$ cat src/rtl/cpu_seq_core.sv
// Stored-program sequencer: loadable instruction memory, four general registers
// and a two-cycle fetch/execute FSM that runs a program to HALT under chip-select.
//
// state | meaning
// IDLE  | waiting; instruction load or run-start accepted
// FETCH | IR <= imem[PC]
// EXEC  | execute IR, update registers/ALURESULT/PC
// HALT  | program finished; load or restart accepted
module cpu_seq_core #(
    parameter int DATA_W  = 8,
    parameter int INSTR_W = 9,
    parameter int ADDR_W  = 4
) (
    input  logic               CLK,
    input  logic               RESET,
    input  logic [INSTR_W-1:0] INSTRUCTION,
    input  logic               write_en,
    input  logic               RD,
    input  logic               CS,
    input  logic [DATA_W-1:0]  INALU,
    output logic [ADDR_W-1:0]  PC,
    output logic [DATA_W-1:0]  ALURESULT,
    output logic               BUSY,
    output logic               DONE
);

    localparam int IMEM_DEPTH = 2 ** ADDR_W;
    localparam int IMM_W      = INSTR_W - 5;
    localparam int EXT_W      = (IMM_W > DATA_W) ? IMM_W : DATA_W;

    localparam logic [2:0] OP_NOP = 3'b000;
    localparam logic [2:0] OP_LDI = 3'b001;
    localparam logic [2:0] OP_ADD = 3'b010;
    localparam logic [2:0] OP_SUB = 3'b011;
    localparam logic [2:0] OP_AND = 3'b100;
    localparam logic [2:0] OP_XOR = 3'b101;
    localparam logic [2:0] OP_IN  = 3'b110;
    localparam logic [2:0] OP_SYS = 3'b111;

    typedef enum logic [1:0] {
        IDLE  = 2'd0,
        FETCH = 2'd1,
        EXEC  = 2'd2,
        HALT  = 2'd3
    } state_t;

    state_t state, state_nxt;

    logic [INSTR_W-1:0] imem [IMEM_DEPTH];
    logic [INSTR_W-1:0] ir;
    logic [DATA_W-1:0]  regs [4];
    logic [ADDR_W-1:0]  lp;

    logic [ADDR_W-1:0]  pc_nxt;
    logic [ADDR_W-1:0]  lp_nxt;
    logic [DATA_W-1:0]  alu_nxt;
    logic [DATA_W-1:0]  wr_val;
    logic               reg_we;
    logic               ir_load;
    logic               imem_we;

    logic [2:0]         opcode;
    logic [1:0]         rd_idx;
    logic [1:0]         rs_idx;
    logic [IMM_W-1:0]   imm;
    logic [EXT_W-1:0]   imm_wide;
    logic [DATA_W-1:0]  imm_ext;
    logic [DATA_W-1:0]  rd_val;
    logic [DATA_W-1:0]  rs_val;

    assign opcode   = ir[INSTR_W-1 -: 3];
    assign rd_idx   = ir[INSTR_W-4 -: 2];
    assign imm      = ir[IMM_W-1:0];
    assign rs_idx   = imm[1:0];
    assign imm_wide = EXT_W'(imm);
    assign imm_ext  = imm_wide[DATA_W-1:0];
    assign rd_val   = regs[rd_idx];
    assign rs_val   = regs[rs_idx];

    assign BUSY = (state == FETCH) || (state == EXEC);
    assign DONE = (state == HALT);

    always_ff @(posedge CLK or negedge RESET) begin
        if (!RESET) begin
            state <= IDLE;
        end else begin
            state <= state_nxt;
        end
    end

    // All next-state decisions are gated by CS so a deselected core holds everything.
    always_comb begin
        state_nxt = state;
        pc_nxt    = PC;
        lp_nxt    = lp;
        alu_nxt   = ALURESULT;
        wr_val    = '0;
        reg_we    = 1'b0;
        ir_load   = 1'b0;
        imem_we   = 1'b0;
        if (CS) begin
            case (state)
                IDLE, HALT: begin
                    if (write_en) begin
                        imem_we = 1'b1;
                        lp_nxt  = lp + ADDR_W'(1);
                    end else if (RD) begin
                        pc_nxt    = '0;
                        lp_nxt    = '0;
                        state_nxt = FETCH;
                    end
                end
                FETCH: begin
                    ir_load   = 1'b1;
                    state_nxt = EXEC;
                end
                EXEC: begin
                    pc_nxt    = PC + ADDR_W'(1);
                    state_nxt = FETCH;
                    case (opcode)
                        OP_NOP: ;
                        OP_LDI: begin wr_val = imm_ext;         reg_we = 1'b1; end
                        OP_ADD: begin wr_val = rd_val + rs_val; reg_we = 1'b1; end
                        OP_SUB: begin wr_val = rd_val - rs_val; reg_we = 1'b1; end
                        OP_AND: begin wr_val = rd_val & rs_val; reg_we = 1'b1; end
                        OP_XOR: begin wr_val = rd_val ^ rs_val; reg_we = 1'b1; end
                        OP_IN:  begin wr_val = INALU;           reg_we = 1'b1; end
                        OP_SYS: begin
                            if (imm == '0) begin
                                pc_nxt    = PC;
                                state_nxt = HALT;
                            end else if (ALURESULT != '0) begin
                                pc_nxt = imm[ADDR_W-1:0];
                            end
                        end
                        default: ;
                    endcase
                    if (reg_we) begin
                        alu_nxt = wr_val;
                    end
                end
                default: state_nxt = IDLE;
            endcase
        end
    end

    always_ff @(posedge CLK or negedge RESET) begin
        if (!RESET) begin
            PC        <= '0;
            ALURESULT <= '0;
            lp        <= '0;
            ir        <= '0;
            for (int i = 0; i < 4; i++) begin
                regs[i] <= '0;
            end
        end else begin
            PC        <= pc_nxt;
            ALURESULT <= alu_nxt;
            lp        <= lp_nxt;
            if (ir_load) begin
                ir <= imem[PC];
            end
            if (reg_we) begin
                regs[rd_idx] <= wr_val;
            end
        end
    end

    // Program memory keeps its contents across reset so a restart reruns the old program.
    always_ff @(posedge CLK) begin
        if (imem_we) begin
            imem[lp] <= INSTRUCTION;
        end
    end

endmodule
$ cat config.mk
export PLATFORM = sky130hd
export DESIGN_NAME = cpu_seq_core
export DESIGN_NICKNAME = d
export VERILOG_FILES = /design/src/rtl/cpu_seq_core.sv
export SDC_FILE = /design/constraint.sdc
export NUM_CORES = 1
export LEC_CHECK = 0
export CORE_ASPECT_RATIO = 1.1
export CORE_UTILIZATION = 40
export DETAILED_ROUTE_END_ITERATION = 12
export PLACE_DENSITY = 0.67
export SLEW_MARGIN = 10
export SYNTH_ARGS = -nofsm -noshare
export SYNTH_HDL_FRONTEND = slang
export SYNTH_SLANG_ARGS = --single-unit
$ cat constraint.sdc
create_clock -name CLK -period 4.9 [get_ports CLK]
set_input_delay 1.225 -clock CLK [delete_from_list [all_inputs] [get_ports CLK]]
set_output_delay 1.225 -clock CLK [all_outputs]
set_load 0.02 [all_outputs]
==> results.toml <==
[outcome]
status = "finished clean"

[floorplanning]
die_x_um = 147
core_um2 = 22800
rows = 58
fp.dieH_um = 162
dieArea_um2 = 23800
initial_core_util_pct = 40.7
ios = 36

[sta]
max_freq_mhz = 257
setup_viol = 0
worst_pin_slew_ns = 0.931
drv_slew = 0
period_share_pct = 79.3
max_slew_margin_pct = 37.7
rsz0062_at_grt = "no"
tns_ns = 0
post-route-min-period_ns = 3.88
fin_skew_ns = 0.0269
hold_violations = 0

[synthesis]
synth.area.top_cells = "edfxtp_1, dfrtp_1, mux4_2, ha_1, mux2i_1"
syn_avg_cell_area_um2 = 15.0
ys_warn_count = 0
synth_nets = 666
yosys.area.top_type = "edfxtp_1"
netlist.area_leader.share_pct = 46.7
ys_seq_area_share_pct = 62.6
synth_area_um2 = 9260
synth.distinct_cells = 54
synth_seq_cells = 203
synth_edf_count = 144
synth_ff_type = "edfxtp_1"
synth-async-reset-ratio_pct = 29.1
synth_cells = 618

[placement]
dp_cells = 929
placed_cell_area_um2 = 9910
gp_congestion = 0.864
place.port_buffers = 35
dp_hpwl_um = 13800

[global_route]
grt_max_degree = 50
antenna_found_initial = 0
grt_pass1_wl_um = 31700
grtUsageTotal_pct = 17.5
gr-total-overflow = 0
grt_pass1_vias = 5663

[routing]
route.detailed.drc = 0
avgRoutedWirePerCell_um = 21.0
via_count = 5518
antenna_left = 0
via_per_inst = 5.71
drtIter0Drc = 519
drt_pass1_iterations = 5
wl_um = 20400

[setup_path]
crit_top_cell = "ha_1"
critPathMaxStageDelay_ns = 0.74
worst_setup_path_end_kind = "flop"
path_cells = "mux4_1 > inv_1 > ha_1 > mux2i_1 > ha_1 > nor2b_1 > o2111ai_1 > a21oi_1 > or3_1 > and3_4 > o21ai_4 > a31oi_1"
worst-r2r-setup-slack_ns = 1.02
cp.arrival_ns = 4.23
crit_slowest_cell = "mux4_1"
r2r-start = "ir[0]"
startpoint_type = "flop"
worstReg2RegEnd = "ALURESULT[7]"
required_ns = 5.24
reg2reg_depth = 12
critPathBufInv = 1
critical_path_class = "reg2reg"
path_max_fanout = 12
critical-path-top-delay-family = "multiplexers"

[worst_hold_path]
whs_path_depth = 2
whs_endpoint = "regs[2]"
hp-start = "regs[2]"
hp-class = "reg2reg"

[final_layout]
diodes = 0
instances_no_fill = 967
final_nets = 700
fin_area_um2 = 10700
multi_input_area_um2 = 3260
layout.cells.most_common = "edfxtp_1"
layout_common_cells = "edfxtp_1, dfrtp_1, nand2_1"
drive_gt1_share_pct = 16.6
register_area_um2 = 5800
areaGrowthSynthToFinish_pct = 15.1
fillerInstances = 1991

[flow_run]
cap_violations = 0

[clock_tree]
post_cts_resized = 0
hold_buffers = 0
cts_buffer_depth = 3
cts-root-buf = "clkbuf_16"
cts_made_buffers = 21
cts_setup_buffers = 0
cts_tree = "built"
ctsHtreeMaxLevel = 1
clock_latency_ns = 0.51
path_clk_slew_ns = 0.06
clock-sinks = 203

[pwr]
p_per_area_nw_per_um2 = 632
power_mw = 6.74
peakVddDrop_mv = 0.330
p_leak_nw = 3.82
==> cell usage after synthesis (4+ instances only) <==
cell	instances
edfxtp_1	144
dfrtp_1	59
nand2_1	53
mux4_2	37
o21ai_0	36
nor2_1	32
mux2i_1	28
a21oi_1	27
ha_1	25
mux2_2	21
o221ai_1	18
clkbuf_1	16
inv_1	13
buf_2	11
nor3_1	8
a22o_1	6
mux4_1	6
xnor2_1	6
a31oi_1	5
buf_1	5
nand2b_1	5
nor2b_1	5
xor2_1	5
a21o_1	4
==> tightest hold or removal path: cells and delay by family (launching register included) <==
kind / cells / cell delay, ns
simple gates: 1 / 0.05
compound gates: 1 / 0.07
flops: 1 / 0.36
==> metrics by stage <==
step                      worst slack (ns)  hold slack [ns]  utilization (%)
final                                 1.02            0.511             46.8
after floorplan                       1.46            0.458                -
after detailed placement              1.02            0.498             43.5
after global routing                 0.803            0.544             46.8
after CTS                             1.02            0.511             46.8
after global placement                1.12            0.478             43.5
==> report_power, final <==
part | switching, mW | leakage, nW | internal (mW)
clock | 0.628 | 0.372 | 1.09
combinational | 1.41 | 1.39 | 1.20
sequential | 0.328 | 2.06 | 2.08
total | 2.36 | 3.82 | 4.38
==> metal layers <==
metal	vias to the layer above	part of all wire (%)	track usage [%]
li1	2473	-	-
met1	2806	42	23.3
met2	199	50	29.7
met3	40	5.9	2.37
met4	0	2.4	5.48
met5	-	0	0
==> final cells by class <==
type / instances / share of cell area (%)
repair buffers: 45 / 3.94
clock inverters: 11 / 1.69
clock buffers: 27 / 5.42
multi-input cells: 367 / 30.5
flip-flops and latches: 203 / 54.4
well taps: 300 / 3.52
inverters: 14 / 0.493
==> worst max path at each step <==
stage	from	end	slack [ns]	depth (start not counted)
after global routing	ir[0]	ALURESULT[7]	0.80	12
after floorplan	ir[4]	ALURESULT[6]	1.46	13
after CTS	ir[0]	ALURESULT[7]	1.02	12
final	ir[0]	ALURESULT[7]	1.02	12
after global placement	CS	regs[14]	1.12	5
after detailed placement	ir[0]	ALURESULT[7]	1.02	12
==> flip-flops by register name, summed over array words and instances, names as in the netlist <==
signal and cells:
regs 32, PC 4, imem 144, ir 9
ALURESULT 8, lp 4, state 2
==> logic make-up (layout without fill, tap and decap cells) <==
group / after synthesis / in the layout / share of synthesized area, %
AO/OA/AOI/OAI: 113 / 113 / 7.96
XOR/XNOR: 11 / 11 / 1.04
adder cells (fa/ha/maj): 26 / 26 / 3.59
buffers and inverters: 48 / 97 / 2.22
flip-flops: 203 / 203 / 62.6
multiplexers: 92 / 92 / 16.3
AND/OR/NAND/NOR: 125 / 125 / 6.31
No activity file was read; power rests on OpenSTA's default activity.
